File: src/rtl/hazard_scoreboard.sv
// Pipeline hazard unit: E-stage operand forwarding, load-use detection, and a
// one-entry scoreboard that tracks a single in-flight multi-cycle operation.
module hazard_scoreboard #(
    parameter int AW     = 5,
    parameter int MD_LAT = 4,
    parameter int CNT_W  = 16
) (
    input  logic             clk,
    input  logic             rst,
    input  logic [AW-1:0]    RS1D,
    input  logic [AW-1:0]    RS2D,
    input  logic             UseRS1D,
    input  logic             UseRS2D,
    input  logic [AW-1:0]    RDD,
    input  logic             RegWriteD,
    input  logic             MdOpD,
    input  logic [AW-1:0]    RS1E,
    input  logic [AW-1:0]    RS2E,
    input  logic [AW-1:0]    RDE,
    input  logic             ResultSrcE,
    input  logic             PCSrcE,
    input  logic             MdStartE,
    input  logic [AW-1:0]    RDM,
    input  logic [AW-1:0]    RDW,
    input  logic             RegWriteM,
    input  logic             RegWriteW,
    output logic [1:0]       ForwardAE,
    output logic [1:0]       ForwardBE,
    output logic             StallF,
    output logic             StallD,
    output logic             FlushD,
    output logic             FlushE,
    output logic             MdBusy,
    output logic             MdDoneW,
    output logic [AW-1:0]    MdRdW,
    output logic [CNT_W-1:0] StallCnt,
    output logic [CNT_W-1:0] FlushCnt
);

    localparam logic [3:0]       MD_INIT = 4'(MD_LAT - 1);
    localparam logic [CNT_W-1:0] CNT_MAX = '1;
    localparam logic [CNT_W-1:0] CNT_ONE = CNT_W'(1);

    logic          md_busy;
    logic [AW-1:0] md_rd;
    logic [3:0]    md_cnt;
    logic          lu;
    logic          sb;
    logic          hz;

    always_ff @(posedge clk) begin
        if (!rst) begin
            md_busy <= 1'b0;
            md_rd   <= '0;
            md_cnt  <= '0;
        end else if (md_busy) begin
            // A new MdStartE while busy is dropped; the entry retires after the done cycle.
            if (md_cnt != 4'd0) md_cnt <= md_cnt - 4'd1;
            else                md_busy <= 1'b0;
        end else if (MdStartE) begin
            md_busy <= 1'b1;
            md_rd   <= RDE;
            md_cnt  <= MD_INIT;
        end
    end

    assign MdBusy  = md_busy;
    assign MdDoneW = rst && md_busy && (md_cnt == 4'd0);
    assign MdRdW   = MdDoneW ? md_rd : '0;

    always_comb begin
        ForwardAE = 2'b00;
        ForwardBE = 2'b00;
        if (rst) begin
            if (RegWriteM && (RDM == RS1E) && (RS1E != '0))      ForwardAE = 2'b10;
            else if (RegWriteW && (RDW == RS1E) && (RS1E != '0)) ForwardAE = 2'b01;
            if (RegWriteM && (RDM == RS2E) && (RS2E != '0))      ForwardBE = 2'b10;
            else if (RegWriteW && (RDW == RS2E) && (RS2E != '0)) ForwardBE = 2'b01;
        end
    end

    assign lu = ResultSrcE && (RDE != '0) &&
                ((UseRS1D && (RS1D == RDE)) || (UseRS2D && (RS2D == RDE)));

    // Structural (second md op), RAW and WAW against the outstanding destination.
    assign sb = md_busy && (MdOpD || ((md_rd != '0) &&
                ((UseRS1D && (RS1D == md_rd)) || (UseRS2D && (RS2D == md_rd)) ||
                 (RegWriteD && (RDD == md_rd)))));

    assign hz = lu || sb;

    always_comb begin
        StallF = 1'b0;
        StallD = 1'b0;
        FlushD = 1'b0;
        FlushE = 1'b0;
        if (rst) begin
            if (PCSrcE) begin
                FlushD = 1'b1;
                FlushE = 1'b1;
            end else begin
                StallF = hz;
                StallD = hz;
                FlushE = hz;
            end
        end
    end

    always_ff @(posedge clk) begin
        if (!rst) begin
            StallCnt <= '0;
            FlushCnt <= '0;
        end else begin
            if (StallD && (StallCnt != CNT_MAX)) StallCnt <= StallCnt + CNT_ONE;
            if (FlushE && (FlushCnt != CNT_MAX)) FlushCnt <= FlushCnt + CNT_ONE;
        end
    end

endmodule

File: config.mk
export PLATFORM = sky130hd
export DESIGN_NAME = hazard_scoreboard
export DESIGN_NICKNAME = d
export VERILOG_FILES = /design/src/rtl/hazard_scoreboard.sv
export SDC_FILE = /design/constraint.sdc
export NUM_CORES = 1
export LEC_CHECK = 0
export CAP_MARGIN = 20
export CORE_MARGIN = 2
export CORE_UTILIZATION = 35
export CTS_CLUSTER_DIAMETER = 60
export DETAILED_ROUTE_END_ITERATION = 12
export GPL_ROUTABILITY_DRIVEN = 0
export PLACE_DENSITY = 0.76
export SYNTH_ARGS = -nofsm -noshare
export SYNTH_HDL_FRONTEND = slang
export SYNTH_SLANG_ARGS = --single-unit
File: constraint.sdc
create_clock -name clk -period 2.9 [get_ports clk]
set_input_delay 0.58 -clock clk [delete_from_list [all_inputs] [get_ports clk]]
set_output_delay 0.58 -clock clk [all_outputs]
set_load 0.02 [all_outputs]
==> impl_metrics.toml <==
[setup_path]
crit_type = "input port to output pin"
crit_fanout = 4
start_kind = "input port"
required_ns = 2.32
crit_path_end_kind = "output pin"
crit_arrival_ns = 2.27

[sta]
setup_slack_ns = 0.05078
fmax_mhz = 351.0
clock_skew_ns = 0.005460
worstMarginPinSlew_ns = 0.4781
setup_viol = 0
final_max_slew_viol_count = 0
whs_ns = 0.4674
fin_crit_ns = 2.849
rsz0062_at_grt = "yes"
finalHoldViolations = 0
max-slew-margin-rel_pct = 68.13
fin_crit_sh_pct = 98.25
tns_ns = 0

[pwr]
swShare_pct = 26.49
clockPowerShare_pct = 33.2
p_leak_nw = 1.633
vdd.ir_drop.worst_uv = 184.2
intPower_mw = 1.027
p_sw_mw = 0.3700
combPwrFrac_pct = 22.9
seq_power_share_pct = 44.0
power.density_nw_per_um2 = 333.1

[job]
drv_cap = 0

[cells_and_area]
area_growth_pct = 51.90
antenna_cells = 0
finalInstanceArea_um2 = 4193
drive_above_1_share_pct = 13.98
final_nets = 525

[grt]
grtUsageMet2_pct = 31.28
grt_busiest_layer = "met2"
overflow = 0
grt_first_pass_wirelength_mm = 12.65
grt_pass1_vias = 2775
grt.total_usage_pct = 17.92
antenna_found_initial = 0
use_met1_pct = 21.87
grtUsageMet3_pct = 4.638
grt_start_max_net_pins = 28

[synthesis]
avgSynthCellArea_um2 = 8.000
ys.flop_type = "dfxtp_1"
ys_seq_elements = 42
yosysSeqAreaShare_pct = 30.46
postSynthCellCount = 345
async_flop_share_pct = 0
syn_area_um2 = 2760
yosys_warnings = 0
synth-edff-count = 0
synth.distinct_cells = 47
synthesis.nets = 399

[clock_tree]
hold_buffers = 0
worstSkewPairLatency_ns = 0.29
numCtsBuffers = 5
clk_pin_slew_ns = 0.08
cts_root_buf = "clkbuf_8"
clock_sinks = 42
htree_levels = 2
clockBufferDepth = 2
cts_tree = "built"

[floorplan]
coreArea_um2 = 7687
rows = 32
die-area_um2 = 8613
initial_core_util_pct = 35.90
die_width_um = 92.81
num_io_pins = 98
die_h_um = 92.81

[place]
numPortBuffers = 97
place_area_um2 = 4000
dp_slack_ns = -0.5567
dp_hpwl_mm = 5.955

[routing]
via_per_inst = 5.007
drt_first_pass_iters = 4
drc = 0
wl_mm = 7.659
wl_per_cell_um = 13.34
vias = 2874
drtAntennaViolNets = 0
drt_iter0_drc = 114

[status]
outcome = "completed"

[worst_hold_path]
hold_path.class = "flop to flop"
[synthesized netlist by cell type (3+ instances only)]
cell type | count | area, um2
xnor2_1 | 41 | 359.1
dfxtp_1 | 42 | 840.8
o21ai_0 | 4 | 20.02
and4_1 | 4 | 35.03
clkbuf_1 | 7 | 26.28
nand3_1 | 16 | 80.08
nand4_1 | 18 | 112.6
a211oi_1 | 3 | 22.52
inv_1 | 9 | 33.78
nor3_1 | 9 | 45.04
or4_1 | 4 | 30.03
nor2_1 | 18 | 67.56
and3_1 | 4 | 25.02
buf_2 | 4 | 20.02
mux2i_1 | 18 | 180.2
nand2_1 | 60 | 225.2
xor2_1 | 6 | 52.55
and2_1 | 11 | 68.82
nor4_1 | 7 | 43.79
nand2b_1 | 10 | 62.56
ha_1 | 3 | 37.54
a21oi_1 | 17 | 85.08
[per-layer routing]
metal | vias to the layer above | routed length, um
met2 | 97 | 3577
li1 | 1452 | -
met5 | - | 0
met4 | 0 | 119
met1 | 1313 | 3397
met3 | 12 | 564
[registers in the layout (all words and copies together), names as in the netlist]
register  flops
FlushCnt     16
md_cnt        4
StallCnt     16
MdBusy        1
md_rd         5
[path summary, 6_finish.rpt]
path / slack [ns] / startpoint / cells after the start / end
max: 0.05 / RS2D[4] / 7 / StallD
min: 0.47 / md_cnt[3] / 1 / md_cnt[3]
max reg2reg: 0.36 / md_rd[4] / 11 / StallCnt[11]
min reg2reg: 0.47 / md_cnt[3] / 1 / md_cnt[3]
[cells in the final DEF (no fill, tap or decap), types with 2 or more instances in the layout]
| master | instances |
|---|---|
| nand4_1 | 18 |
| dlygate4sd2_1 | 6 |
| or4_1 | 4 |
| xor2_1 | 6 |
| and4_1 | 4 |
| buf_4 | 36 |
| and3_1 | 4 |
| clkbuf_1 | 2 |
| dlymetal6s2s_1 | 3 |
| ha_1 | 3 |
| dfxtp_1 | 42 |
| o21a_1 | 2 |
| nand3_1 | 15 |
| buf_6 | 3 |
| clkdlybuf4s50_1 | 83 |
| nor4_1 | 6 |
| nor3_1 | 9 |
| a21oi_2 | 2 |
| a211oi_1 | 3 |
| xnor2_1 | 41 |
| nand2_1 | 60 |
| clkbuf_8 | 5 |
| mux2i_1 | 18 |
| nand3_2 | 2 |
| a21oi_1 | 15 |
| and2_1 | 11 |
| o21ai_0 | 4 |
| inv_1 | 9 |
| nor2_1 | 17 |
| a21o_2 | 2 |
| nand2b_1 | 10 |
[critical path: stages]
cell	delay (ns)
clkdlybuf4s50_1	0.45
xor2_1	0.17
nor4_1	0.29
and3_2	0.26
o31ai_4	0.09
a21oi_2	0.24
buf_4	0.19
[timing repair]
action | 4_1_cts | 5_1_grt
endpoints found under the setup margin | 7 | 17
resized for setup | 27 | 15
buffers inserted | 3 | 4
pin swaps | 1 | 6
hold endpoints to repair | 0 | 0
cloned | 0 | 0
[area by class of cell]
cell class	instances	area, um2
tap	102	127.6
timing repair buffer	134	1255
fill	714	3495
clock buffer	7	76.32
clock inverter	1	30.03
multi-input combinational	278	1826
inverter	10	37.54
sequential	42	840.8
[power groups by stage]
stage	clock (mW)	combinational [mW]	sequential (mW)
6_report	0.463	0.320	0.614
3_5_place_dp	0	0.310	0.627
4_1_cts	0.475	0.311	0.614
5_1_grt	0.503	0.349	0.617
3_3_place_gp	0	0.302	0.627
2_1_floorplan	0	0.154	0.625
[through the flow]
step	util (%)	power, mW	std cells
after global routing	54.54	1.469	574
after CTS	53.60	1.400	570
after global placement	52.03	0.9289	559
after detailed placement	52.03	0.9378	559
final	54.54	1.397	574
after floorplan	-	0.7782	345
[cells by family after synthesis]
group	Yosys count	share of synthesized area (%)
simple gates	170	31.28
fa+ha+maj	3	1.360
buf+inv	25	4.397
mux	18	6.528
compound gates	40	11.06
xor+xnor	47	14.91
flops	42	30.46
No activity file was read; power rests on OpenSTA's default activity.
